===== src/rtl/dynrama_blk_alloc.sv =====
// dynrama_blk_alloc: bitmap block allocator serving alloc/free requests from round-robin arbitrated channels.
// Ports:
//   clk, rst_n            clock, synchronous active-low reset
//   mode                  0 = first-fit from block 0, 1 = LFSR random start block
//   req_valid/req_ready   per-channel request handshake (req_ready is a one-cycle one-hot grant)
//   req_op                per channel: 0 = alloc, 1 = free
//   req_size              per channel byte size, AWIDTH+1 bits each
//   req_addr              per channel free address, AWIDTH bits each
//   rsp_valid/rsp_ready   response handshake; rsp_ch/rsp_ok/rsp_addr held until accepted
//   free_blks             number of free blocks in the bitmap
module dynrama_blk_alloc #(
  parameter int              AWIDTH    = 32,
  parameter logic [AWIDTH-1:0] BASE_ADDR = '0,
  parameter int              BLK_SHIFT = 12,
  parameter int              NUM_BLKS  = 64,
  parameter int              NUM_CH    = 2,
  parameter logic [15:0]     LFSR_SEED = 16'hACE1
) (
  input  logic                                      clk,
  input  logic                                      rst_n,
  input  logic                                      mode,
  input  logic [NUM_CH-1:0]                         req_valid,
  output logic [NUM_CH-1:0]                         req_ready,
  input  logic [NUM_CH-1:0]                         req_op,
  input  logic [NUM_CH*(AWIDTH+1)-1:0]              req_size,
  input  logic [NUM_CH*AWIDTH-1:0]                  req_addr,
  output logic                                      rsp_valid,
  input  logic                                      rsp_ready,
  output logic [(NUM_CH > 1 ? $clog2(NUM_CH) : 1)-1:0] rsp_ch,
  output logic                                      rsp_ok,
  output logic [AWIDTH-1:0]                         rsp_addr,
  output logic [$clog2(NUM_BLKS+1)-1:0]             free_blks
);
  localparam int SW  = AWIDTH + 1;
  localparam int LW  = $clog2(NUM_BLKS);
  localparam int FW  = $clog2(NUM_BLKS + 1);
  localparam int CHW = NUM_CH > 1 ? $clog2(NUM_CH) : 1;
  localparam logic [2:0] IDLE   = 3'd0;
  localparam logic [2:0] CHECK  = 3'd1;
  localparam logic [2:0] SCAN   = 3'd2;
  localparam logic [2:0] MARK   = 3'd3;
  localparam logic [2:0] VERIFY = 3'd4;
  localparam logic [2:0] CLEAR  = 3'd5;
  localparam logic [2:0] RESP   = 3'd6;
  localparam logic [SW:0]   RND   = {{(SW+1-BLK_SHIFT){1'b0}}, {BLK_SHIFT{1'b1}}};
  localparam logic [SW-1:0] NB_M1 = SW'(NUM_BLKS - 1);

  logic [2:0]          state_q, state_d;
  logic [NUM_BLKS-1:0] map_q, map_d;
  logic [FW-1:0]       freeb_q, freeb_d;
  logic [CHW-1:0]      rr_q, rr_d, ch_q, ch_d;
  logic [15:0]         lfsr_q, lfsr_d;
  logic [SW-1:0]       nblk_q, nblk_d;
  logic [AWIDTH-1:0]   addr_q, addr_d, raddr_q, raddr_d;
  logic [LW-1:0]       p_q, p_d, rs_q, rs_d;
  logic [LW:0]         run_q, run_d, cnt_q, cnt_d;
  logic [LW+1:0]       exam_q, exam_d;
  logic                ok_q, ok_d;

  logic           found, hi;
  logic [CHW-1:0] gnt, gnt_hi, gnt_lo;
  logic           sel_op;
  logic [SW-1:0]  sel_size;
  logic [AWIDTH-1:0] sel_addr;

  // Round-robin: lowest valid channel at or above rr_q, else lowest valid overall.
  always_comb begin
    hi = 1'b0;
    gnt_hi = '0;
    gnt_lo = '0;
    for (int c = NUM_CH - 1; c >= 0; c--) begin
      if (req_valid[c]) begin
        if (CHW'(c) >= rr_q) begin
          gnt_hi = CHW'(c);
          hi = 1'b1;
        end
        gnt_lo = CHW'(c);
      end
    end
    found = |req_valid;
    gnt = hi ? gnt_hi : gnt_lo;
    sel_op = 1'b0;
    sel_size = '0;
    sel_addr = '0;
    for (int c = 0; c < NUM_CH; c++) begin
      if (CHW'(c) == gnt) begin
        sel_op = req_op[c];
        sel_size = req_size[c*SW +: SW];
        sel_addr = req_addr[c*AWIDTH +: AWIDTH];
      end
    end
  end

  logic [SW:0]   sz_rnd;
  logic [SW-1:0] nblk_w, off, idx;
  logic          verr, last, bfree;
  logic [LW-1:0] vi, mi;
  logic [LW:0]   run_n;
  logic [LW-1:0] rs_n;
  logic [LW+1:0] exam_n;

  always_comb begin
    sz_rnd = {1'b0, sel_size} + RND;
    nblk_w = SW'(sz_rnd >> BLK_SHIFT);
    off = {1'b0, addr_q} - {1'b0, BASE_ADDR};
    idx = off >> BLK_SHIFT;
    // Free is rejected for empty size, address below the region, misalignment or running past the last block.
    verr = nblk_q == '0 || addr_q < BASE_ADDR || |off[BLK_SHIFT-1:0] || idx + nblk_q > SW'(NUM_BLKS);
    vi = LW'(idx) + LW'(cnt_q);
    mi = rs_q + LW'(cnt_q);
    last = SW'(cnt_q) == nblk_q - 1'b1;
    bfree = !map_q[p_q];
    run_n = bfree ? run_q + 1'b1 : '0;
    rs_n = bfree && run_q == '0 ? p_q : rs_q;
    exam_n = exam_q + 1'b1;
  end

  always_comb begin
    state_d = state_q;
    map_d = map_q;
    freeb_d = freeb_q;
    rr_d = rr_q;
    ch_d = ch_q;
    lfsr_d = {lfsr_q[14:0], lfsr_q[15] ^ lfsr_q[13] ^ lfsr_q[12] ^ lfsr_q[10]};
    nblk_d = nblk_q;
    addr_d = addr_q;
    raddr_d = raddr_q;
    p_d = p_q;
    rs_d = rs_q;
    run_d = run_q;
    cnt_d = cnt_q;
    exam_d = exam_q;
    ok_d = ok_q;
    case (state_q)
      IDLE: if (found) begin
        ch_d = gnt;
        rr_d = gnt == CHW'(NUM_CH - 1) ? '0 : gnt + 1'b1;
        nblk_d = nblk_w;
        addr_d = sel_addr;
        p_d = mode ? lfsr_q[LW-1:0] : '0;
        run_d = '0;
        exam_d = '0;
        cnt_d = '0;
        ok_d = 1'b0;
        raddr_d = '0;
        state_d = sel_op ? VERIFY : CHECK;
      end
      CHECK: state_d = nblk_q == '0 || nblk_q > SW'(freeb_q) ? RESP : SCAN;
      SCAN: begin
        if (SW'(run_n) == nblk_q) begin
          rs_d = rs_n;
          cnt_d = '0;
          state_d = MARK;
        end else if (SW'(exam_n) >= nblk_q + NB_M1) begin
          state_d = RESP;
        end else begin
          // Leaving the last block drops the run so a run never spans the wrap.
          run_d = p_q == LW'(NUM_BLKS - 1) ? '0 : run_n;
          rs_d = rs_n;
          p_d = p_q + 1'b1;
          exam_d = exam_n;
        end
      end
      MARK: begin
        map_d[mi] = 1'b1;
        freeb_d = freeb_q - 1'b1;
        cnt_d = cnt_q + 1'b1;
        if (last) begin
          ok_d = 1'b1;
          raddr_d = BASE_ADDR + (AWIDTH'(rs_q) << BLK_SHIFT);
          state_d = RESP;
        end
      end
      VERIFY: begin
        if (verr || !map_q[vi]) state_d = RESP;
        else if (last) begin
          cnt_d = '0;
          state_d = CLEAR;
        end else cnt_d = cnt_q + 1'b1;
      end
      CLEAR: begin
        map_d[vi] = 1'b0;
        freeb_d = freeb_q + 1'b1;
        cnt_d = cnt_q + 1'b1;
        if (last) begin
          ok_d = 1'b1;
          state_d = RESP;
        end
      end
      RESP: state_d = rsp_ready ? IDLE : RESP;
      default: state_d = IDLE;
    endcase
  end

  always_ff @(posedge clk) begin
    if (!rst_n) begin
      state_q <= IDLE;
      map_q <= '0;
      freeb_q <= FW'(NUM_BLKS);
      rr_q <= '0;
      ch_q <= '0;
      lfsr_q <= LFSR_SEED;
      nblk_q <= '0;
      addr_q <= '0;
      raddr_q <= '0;
      p_q <= '0;
      rs_q <= '0;
      run_q <= '0;
      cnt_q <= '0;
      exam_q <= '0;
      ok_q <= 1'b0;
    end else begin
      state_q <= state_d;
      map_q <= map_d;
      freeb_q <= freeb_d;
      rr_q <= rr_d;
      ch_q <= ch_d;
      lfsr_q <= lfsr_d;
      nblk_q <= nblk_d;
      addr_q <= addr_d;
      raddr_q <= raddr_d;
      p_q <= p_d;
      rs_q <= rs_d;
      run_q <= run_d;
      cnt_q <= cnt_d;
      exam_q <= exam_d;
      ok_q <= ok_d;
    end
  end

  assign req_ready = state_q == IDLE && found && rst_n ? NUM_CH'(1) << gnt : '0;
  assign rsp_valid = state_q == RESP;
  assign rsp_ch = ch_q;
  assign rsp_ok = ok_q;
  assign rsp_addr = raddr_q;
  assign free_blks = freeb_q;
endmodule


===== config.mk =====
export PLATFORM = sky130hd
export DESIGN_NAME = dynrama_blk_alloc
export DESIGN_NICKNAME = d
export VERILOG_FILES = /design/src/rtl/dynrama_blk_alloc.sv
export SDC_FILE = /design/constraint.sdc
export NUM_CORES = 1
export LEC_CHECK = 0
export CAP_MARGIN = 10
export CORE_ASPECT_RATIO = 0.75
export CORE_MARGIN = 8
export CORE_UTILIZATION = 25
export DETAILED_ROUTE_END_ITERATION = 8
export DONT_BUFFER_PORTS = 1
export SLEW_MARGIN = 10
export SYNTH_ARGS = -nofsm -noshare
export SYNTH_HDL_FRONTEND = slang
export SYNTH_SLANG_ARGS = --single-unit

===== constraint.sdc =====
create_clock -name clk -period 9.54 [get_ports clk]
set_input_delay 0.954 -clock clk [delete_from_list [all_inputs] [get_ports clk]]
set_output_delay 0.954 -clock clk [all_outputs]
set_load 0.02 [all_outputs]

== Word-level counts from Yosys, hierarchy flattened ==
Index checks and enable logic that the tools add are counted.
Word-level totals
  bits of input ports: 138
  word-level logic and storage cells: 157
  flip-flop bits (word level): 213
Operators by class
  muxes and demuxes: 62
  bitwise gates (word level): 6
  $add $sub $neg: 13
  equality and inequality tests: 19
  reductions and logical operators: 30
  $lt $le $gt $ge: 11
  shifts and indexed selects: 1
Operators with widths (number)
  $pmux W64 S2: 1
  $mux W32: 3
  $and A64 B64 Y64: 1
  $not A64 Y64: 1
  $or A64 B64 Y64: 1
  $pmux W32 S2: 1
  $mux W7: 8
  $mux W6: 7
  $add A33 B12 Y34 const B: 1
  $eq A7 B33 Y1: 1
  $logic_not A33 Y1: 1
  $mux W33: 1
  $lt A32 B1 Y1 const B: 1
  $pmux W7 S2: 2
  $pmux W7 S4: 1
  $mux W3: 9
  $mux W8: 3
  $add A20 B22 Y23: 1
  $add A22 B6 Y23 const B: 1
  $ge A8 B23 Y1: 1
  $gt A23 B7 Y1 const B: 1
  $sub A22 B1 Y23 const B: 1
  $eq A7 B22 Y1: 1
  $gt A22 B7 Y1: 1
  other kinds (38): 92

== Depth between registers and ports, before layout ==
Gate-level depths: netlist (run 1).
  depth after elaboration: 10
  mapped depth: 17

== Least setup slack after synthesis (run 1) ==
No wires, ideal clock.
  path kind: input port to output port
  start point: input port req_valid[1]
  end point: output port req_ready[0]
  arrival time: 3.187 ns
  path buffers: 5
  slack: 5.399 ns
  stages: 8
  cell sequence: clkbuf_1 -> inv_1 -> nor2_1 -> clkbuf_1 -> clkbuf_1 -> clkbuf_1 -> buf_1 -> nor3_1
Between the ends
  longest elaborated chain between the ends: 6
  elaborated cells between the ends (all ways): 13
  classes of those cells: 1 x shift; 9 x mux; 3 x reduce/logical
Ends and longest elaborated chain
  start: declaration: line 22  | input logic [NUM_CH-1:0] req_valid,
  $mux W1: line 72  | if (req_valid[c]) begin
  $mux W1: line 73  | if (CHW'(c) >= rr_q) begin
  $mux W1: line 72
  $mux W1: line 81  | gnt = hi ? gnt_hi : gnt_lo;
  $shl A1 B1 Y2: line 231  | assign req_ready = state_q == IDLE && found && rst_n ? NUM_CH'(1) << gnt : '0;
  $mux W2 (*): line 231
  end: declaration: line 23  | output logic [NUM_CH-1:0] req_ready,
Every way passes the cells marked *; elsewhere a longest branch is shown, timed or not.

== Worst setup path in the final report (run 1) ==
  start point: register cnt_q[0]
  end point: register cnt_q[1]
Between the ends
  longest elaborated chain between the ends: 7
  elaborated cells between the ends (all ways): 12
  classes of those cells: 2 x add/sub; 2 x eq/ne; 5 x mux; 3 x reduce/logical
Ends and longest elaborated chain
  start: declaration: line 56  | logic [LW:0] run_q, run_d, cnt_q, cnt_d;
  start signal: assignment: line 225  | cnt_q <= cnt_d;
  $add A6 B6 Y6: line 109  | vi = LW'(idx) + LW'(cnt_q);
  $bmux W1 S6: line 175  | if (verr || !map_q[vi]) state_d = RESP;
  $mux W1 (implied by the code): line 175
  $logic_not A1 Y1: line 175
  $logic_or A1 B1 Y1: line 175
  $ne A2 B2 Y1 (no source line)
  $reduce_and A4 Y1 (no source line)
Parallel ways exist; a longest one is shown, timed or not. The select of a mux whose other input is x is not followed.
A chain may end at the register's enable or synchronous reset.

==> results of run 1 <==
[sequential cells by signal, summed over array words and instances (netlist names)]
name	count
exam_q	8
rr_q	1
p_q	6
cnt_q	7
run_q	7
free_blks	7
state_q	3
rsp_ok	1
nblk_q	22
lfsr_q	16
map_q	64
addr_q	32
rsp_addr	6
rs_q	6
rsp_ch	1
[layout by cell type (no fill, tap or decap), types with 26 or more instances in the layout]
cell type / count
a21oi_1: 157
a311oi_1: 34
conb_1: 26
dfxtp_1: 187
ha_1: 57
inv_1: 30
mux2i_1: 37
nand2_1: 276
nand3_1: 71
nor2_1: 132
nor4_1: 30
o21ai_0: 121
xnor2_1: 29
xor2_1: 30
[cells in the mapped netlist, types with 19 or more instances]
library cell    n
xnor2_1        29
mux4_2         25
nor2_1        133
ha_1           57
xor2_1         30
nand2_1       276
nand4_1        19
a311oi_1       34
mux2i_1        37
and3_1         25
nand3_1        71
or3_1          23
a21oi_1       157
nor3_1         26
clkbuf_1       83
o21ai_0       122
nor4_1         32
inv_1          31
dfxtp_1       187
buf_4          28
[per-layer routing]
metal	wire (um)	vias to the layer above
li1	-	6031
met1	20500	6223
met2	19300	582
met3	4600	52
met4	592	2
met5	13	-
[path summary, 6_finish.rpt]
path | cells past startpoint | endpoint | startpoint
max | 12 | cnt_q[1] | cnt_q[0]
min | 1 | lfsr_q[15] | lfsr_q[14]
max reg2reg | 12 | cnt_q[1] | cnt_q[0]
min reg2reg | 1 | lfsr_q[15] | lfsr_q[14]
[final cells by class]
type,count,share of cell area
clock buffers,17,0.0299
clock inverters,15,0.0121
inverters,32,0.00863
multi-input cells,1381,0.616
flip-flops and latches,187,0.264
well taps,703,0.0619
repair buffers,15,0.00793
[worst max-delay path, stage by stage, from the launching register on]
cell and delay, ns:
dfxtp_1 0.39, ha_1 0.24, fa_1 0.44, xnor2_1 0.97, mux4_2 0.62, a21oi_1 0.13
or4_1 0.12, o2111ai_1 0.11, a2111oi_0 0.35, nand4_1 0.32, a31o_2 0.41, or4b_1 0.50
a21oi_1 0.15
[power by group]
part,internal [mW],switching (mW),leakage [nW]
clock network,0.396,0.360,0.298
logic,0.665,1.12,3.28
registers,0.893,0.219,1.52
[cell families after synthesis]
family,count (synthesis),share of synthesized area
and+or+nand+nor,695,0.249
other,1,0.000286
adders and majority gates,61,0.0606
AOI/OAI and AO/OA,470,0.228
buffers and inverters,162,0.0561
DFF,187,0.286
muxes,68,0.0773
xor gates and xnor gates,61,0.0429
[per-stage QoR]
| step | worst slack (ns) | instances | util | instance area [sq um] | hold slack, ns |
|---|---|---|---|---|---|
| 2_1_floorplan | 5.40 | 1730 | - | 13200 | 0.386 |
| 3_5_place_dp | 4.74 | 2318 | 0.264 | 13600 | 0.395 |
| 4_1_cts | 4.69 | 2350 | 0.275 | 14200 | 0.412 |
| 5_1_grt | 4.40 | 2350 | 0.275 | 14200 | 0.422 |
| 6_report | 4.72 | 2350 | 0.275 | 14200 | 0.408 |
| 3_3_place_gp | 4.91 | 2318 | 0.264 | 13600 | 0.389 |
==> metrics.md, run 1 <==
| Metric | Value |
|---|---|
| Status | finished clean |
| Clock Latency Late Sink | 0.47 ns |
| Final setup TNS | 0 ns |
| TritonCTS clock tree | built |
| FF+latch count, synth | 187 |
| CTS buffer count | 17 |
| Unrepaired setup endpoints after global routing | no |
| Critical Path Fanout Max | 12 |
| H-tree levels | 4 |
| Reg2reg setup slack | 4.72 ns |
| Via count | 12900 |
| Slew HR | 0.189 |
| Initial Util | 0.254 |
| IO Count | 182 |
| Antenna cell count | 0 |
| Cell taking the most area after synthesis | dfxtp_1 |
| Final hold vios | 0 |
| 1st-iter DRT viols | 1383 |
| Clk buf depth | 2 |
| Row cnt | 72 |
| Hold_buf cts | 0 |
| Area added between synthesis and finish | 8.45% |
| Footprint of the multi-input gates | 0.00875 sq mm |
| GRT overflow | 0 |
| EDFF count, synth | 0 |
| GRT Total Usage | 0.144 |
| Register area share after synthesis | 0.286 |
| Yosys warns | 0 |
| First-pass GRT wire length | 70000 um |
| Critical path data arrival time | 5.21 ns |
| Crit Path Class | reg2reg |
| Placer Congestion | between 0.9 and 1 |
| Share of cells above drive strength 1 | 0.0650 |
| P per Cell Area | 257 mW/mm^2 |
| Minimum clock period | 4.82 ns |
| M1 GR Usage | 0.206 |
| CTS resizes | 0 |
| Share of the synthesized area in the top cell type | 0.286 |
| FMAX | around 210 MHz |
| Grt met3 use | 0.0440 |
| VDD IR max | 0.159 mV |
| Critical path endpoint category | register |
| Die height | 214 um |
| Worst Skew | 0.0174 ns |
| Fin nets | 1833 |
| Number of global-route vias before repair | 12000 |
| Final setup viols | 0 |
| Die width | 280 um |
| Max_cap viols | 0 |
| Sink Count | 187 |
| Worst Tran Pin Value | 1.21 ns |
| Pwr Total | 3.65 mW |
| DIE AREA | 0.0601 sq mm |
| Grt met2 use | 0.209 |
| Fillcell total | 5533 |
| Initial DRT Pass Iterations | 6 |
| Ranking of synthesized cells by area | dfxtp_1 29%, nand2_1 7.9%, a21oi_1 6.0% |
| WP data required | 9.93 ns |
| Number of vias per cell | 5.49 |
| Ys flop type | dfxtp_1 |
| Mapped cell area | 0.0131 sq mm |
| Pleak | roughly 5.1 nW |
| Post-CTS setup buffer count | 0 |
| Post-detailed-route count of antenna-violating nets | 0 |
| Initial antenna violation count | 1 |
| Register Area | 0.00374 sq mm |
| Core ar. | 0.0516 sq mm |
| Post-synthesis cell count | 1705 |
| Largest net degree at the start of global routing | 83 |
| Startpoint types | register |
| CTS Root Cell | clkbuf_16 |
| Average size of a mapped cell | 7.68 sq um |
| Final wirelength | 44900 um |
| PortBufs | 0 |
| DR DRC count | 0 |
| Final Slew Violations | 0 |
| Final period util | 0.506 |
| Synth cell types | 84 |
| CTS clk-pin slew, worst paths | 0.07 ns |
| Min-Delay Path Class | reg2reg |
| Global route hottest layer | met2 |
| DP HPWL | 33700 um |
| FFs w/ async S/R, synth | 0 |
| Wire per inst | 19.1 um |
Note: power is estimated with default switching activity, not from simulation.
==> run 2: changes to the inputs <==
==> constraint.sdc (replaced) <==
create_clock -name clk -period 4.1 [get_ports clk]
set_input_delay 0.41 -clock clk [delete_from_list [all_inputs] [get_ports clk]]
set_output_delay 0.41 -clock clk [all_outputs]
set_load 0.02 [all_outputs]
==> run 2 against run 1 <==
Net effect:
- fmax increased by 24%
- non-clock buffer count increased by 56
- final area increased by 3.7%
- sequential share of layout area decreased by 0.95 points
- critical path depth unchanged
- flip-flop and latch count unchanged
- utilization increased by 1.0 points
- clock power increased by 120%
- sequential power increased by 120%
- clock skew decreased by 0.0024 ns
- clock-buffer cell count increased by 2
- first-iteration DRC count decreased by 8.0%
- critical path type unchanged
- critical endpoint unchanged
- highest routed layer is now met4
==> metrics.md, run 2 (same netlist as run 1, synthesis figures left out) <==
| Metric | Value |
|---|---|
| Status | finished clean (unchanged) |
| Met1 WL | 22000 um (was 20500 um) |
| DR DRC count | 0 (unchanged) |
| Worst Skew | 0.0150 ns (was 0.0174 ns) |
| Critical path data arrival time | 4.27 ns (was 5.21 ns) |
| First-pass GRT wire length | 72100 um (was 70000 um) |
| Cells along the critical path | ha_1 -> nand3_1 -> or2_2 -> a2111oi_2 -> o31a_1 -> o32ai_1 -> a2111oi_1 -> buf_4 -> nand4_1 -> a31o_2 -> or4b_1 -> a21oi_1 (was ha_1 -> fa_1 -> xnor2_1 -> mux4_2 -> a21oi_1 -> or4_1 -> o2111ai_1 -> a2111oi_0 -> nand4_1 -> a31o_2 -> or4b_1 -> a21oi_1) |
| Clock power share | 0.189 (was 0.207) |
| Reg2reg end | cnt_q[1] (unchanged) |
| DIE AREA | 0.0601 sq mm (unchanged) |
| Number of global-route vias before repair | 12200 (was 12000) |
| H-tree levels | 4 (unchanged) |
| Inst Count DP | 2374 (was 2318) |
| CTS buffer count | 17 (unchanged) |
| Final period util | 0.947 (was 0.506) |
| Post-CTS setup buffer count | 0 (unchanged) |
| GRT Total Usage | 0.150 (was 0.144) |
| Biggest registers after layout | map_q (64), addr_q (32), nblk_q (22) (unchanged) |
| Minimum clock period | 3.88 ns (was 4.82 ns) |
| Sink Count | 187 (unchanged) |
| Placer Congestion | 0.910 (was 0.927) |
| Critical Path Fanout Max | 8 (was 12) |
| R2r worst-path depth | 12 (unchanged) |
| PortBufs | 0 (unchanged) |
| Crit Path Class | reg2reg (unchanged) |
| Most flops, register | map_q (unchanged) |
| Most common cell after layout, fill and taps aside | nand2_1 (unchanged) |
| DP HPWL | 35800 um (was 33700 um) |
| Final hold vios | 0 (unchanged) |
| Max FFs per register | 64 (unchanged) |
| VDD IR max | 0.354 mV (was 0.159 mV) |
| Die width | 280 um (unchanged) |
| CP max stage cell | or4b_1 (was xnor2_1) |
| Post-detailed-route count of antenna-violating nets | 0 (unchanged) |
| Pwr Total | 8.84 mW (was 3.65 mW) |
| RR Startpoint | addr_q[15] (was cnt_q[0]) |
| CP max stage delay | 0.53 ns (was 0.97 ns) |
| P per Cell Area | 600 mW/mm^2 (was 257 mW/mm^2) |
| Wire per inst | 19.3 um (was 19.1 um) |
| Reg2reg setup slack | 0.22 ns (was 4.72 ns) |
| P_sw | 4.07 mW (was 1.70 mW) |
| DR top layer | met4 (was met5) |
| Initial DRT Pass Iterations | 5 (was 6) |
| Number of vias per cell | 5.40 (was 5.49) |
| FMAX | 258 MHz (was 207 MHz) |
| Unrepaired setup endpoints after global routing | no (unchanged) |
| IO Count | 182 (unchanged) |
| Clk buf depth | 2 (unchanged) |
| Largest net degree at the start of global routing | 121 (was 83) |
| Met3 WL | 3840 um (was 4600 um) |
| Most frequent cells in the layout | 276 x nand2_1, 187 x dfxtp_1, 157 x a21oi_1, 132 x nor2_1, 120 x o21ai_0 (was 276 x nand2_1, 187 x dfxtp_1, 157 x a21oi_1, 132 x nor2_1, 121 x o21ai_0) |
| Clock Latency Late Sink | 0.47 ns (about the same) |
| Sequential power share | 0.280 (was 0.304) |
| Fin nets | 1889 (was 1833) |
| Internal power | 4.77 mW (was 1.95 mW) |
| Core ar. | 0.0516 sq mm (unchanged) |
| Final wirelength | 46400 um (was 44900 um) |
| Initial Util | 0.254 (unchanged) |
| Startpoint types | register (unchanged) |
| Via count | 13000 (was 12900) |
| CTS clk-pin slew, worst paths | 0.08 ns (was 0.07 ns) |
| Final setup viols | 0 (unchanged) |
| Area added between synthesis and finish | 12.5% (was 8.45%) |
| Met2 wire length | 20000 um (was 19300 um) |
| Final setup TNS | 0 ns (unchanged) |
| Worst Tran Pin Value | 1.04 ns (was 1.21 ns) |
| Slew HR | 0.304 (was 0.189) |
| Final Slew Violations | 0 (unchanged) |
| Pleak | 5.37 nW (was 5.10 nW) |
| 1st-iter DRT viols | 1272 (was 1383) |
| Comb pwr share | 0.531 (was 0.489) |
| CTS Root Cell | clkbuf_16 (unchanged) |
| Worst Hold Launch | req_valid[1] (was lfsr_q[14]) |
| Fillcell total | 5562 (was 5533) |
| Worst hold slack | 0.0621 ns (was 0.408 ns) |
| DP Worst Slack | -0.0602 ns (was 4.74 ns) |
| WP data required | 4.49 ns (was 9.93 ns) |
| Initial antenna violation count | 2 (was 1) |
| Row cnt | 72 (unchanged) |
| Net Sw Frac | 0.460 (was 0.465) |
| Hold endpoint | rr_q (was lfsr_q[15]) |
| Non-filler instance count after layout | 2407 (was 2350) |
| GRT overflow | 0 (unchanged) |
| TritonCTS clock tree | built (unchanged) |
| Share of cells above drive strength 1 | 0.100 (was 0.0650) |
| Min-Delay Path Class | in2reg (was reg2reg) |
| Worst setup margin | 0.217 ns (was 4.72 ns) |
| Worst hold stages | 1 (unchanged) |
| Die height | 214 um (unchanged) |
| Critical path endpoint category | register (unchanged) |
| Max_cap viols | 0 (unchanged) |
==> run 2: cell count changes in the layout (fill, tap and decap cells not counted), moves of 3 or more <==
cell / previous run / this run
a2111oi_0: 6 / 3
inv_6: 7 / 3
buf_12: 0 / 5
clkinvlp_4: 0 / 5
buf_4: 15 / 66
==> run 2: through the flow <==
step / util / cell area [sq um]
3_3_place_gp: 0.273 / 14100
2_1_floorplan: - / 13200
4_1_cts: 0.284 / 14700
5_1_grt: 0.285 / 14700
6_report: 0.285 / 14700
3_5_place_dp: 0.273 / 14100
==> run 2: how the worst max path moves through the flow <==
stage                     from  endpoint  depth (start not counted)
floorplan             cnt_q[0]  cnt_q[1]                         12
global placement    addr_q[15]  cnt_q[1]                         12
detailed placement  addr_q[15]  cnt_q[1]                         12
CTS                 addr_q[12]  cnt_q[1]                         12
global route        addr_q[15]  cnt_q[1]                         12
finish              addr_q[15]  cnt_q[1]                         12
==> run 2: layer usage <==
metal | global-route usage | up-vias
met5 | 0 | -
met4 | 0.0320 | 0
met3 | 0.0314 | 45
met2 | 0.220 | 517
met1 | 0.221 | 6283
li1 | - | 6150
==> run 2: layout make-up <==
cell class / instances / area, sq um / share of cell area
diodes: 1 / 2.50 / 0.000170
clock buffers: 19 / 453 / 0.0307
clock inverters: 13 / 128 / 0.00866
inverters: 32 / 123 / 0.00832
multi-input cells: 1381 / 8810 / 0.598
flip-flops and latches: 187 / 3740 / 0.254
well taps: 703 / 880 / 0.0597
repair buffers: 71 / 596 / 0.0404
==> run 2: critical path: cells and delay by family, from the launching register on <==
family	cells	cell delay, ns
DFF	1	0.38
and+or+nand+nor	4	1.16
buffers and inverters	1	0.20
AOI/OAI and AO/OA	6	1.69
adders and majority gates	1	0.38
==> run 2: what timing repair did <==
item                       4_1_cts  5_1_grt
setup endpoints to repair        5        9
hold endpoints to repair         0        0
hold buffers                     0        0
gates resized for setup          2       12
pin swaps                        0        2
==> run 2: power by group through the flow <==
stage | Sequential, mW | Clock (mW) | Combinational [mW]
2_1_floorplan | 2.30 | 0 | 3.35
3_3_place_gp | 2.50 | 0 | 4.53
3_5_place_dp | 2.50 | 0 | 4.58
4_1_cts | 2.46 | 1.71 | 4.60
5_1_grt | 2.51 | 1.78 | 5.17
6_report | 2.48 | 1.67 | 4.69
==> run 3: changes to the inputs <==
--- a/config.mk
+++ b/config.mk
@@ -5,6 +5,7 @@
 export SDC_FILE = /design/constraint.sdc
 export NUM_CORES = 1
 export LEC_CHECK = 0
+export ABC_CLOCK_PERIOD_IN_PS = 4100
 export CAP_MARGIN = 10
 export CORE_ASPECT_RATIO = 0.75
 export CORE_MARGIN = 8
==> results of run 3 <==
Final layout, timing and power as in run 2 (identical DEF).
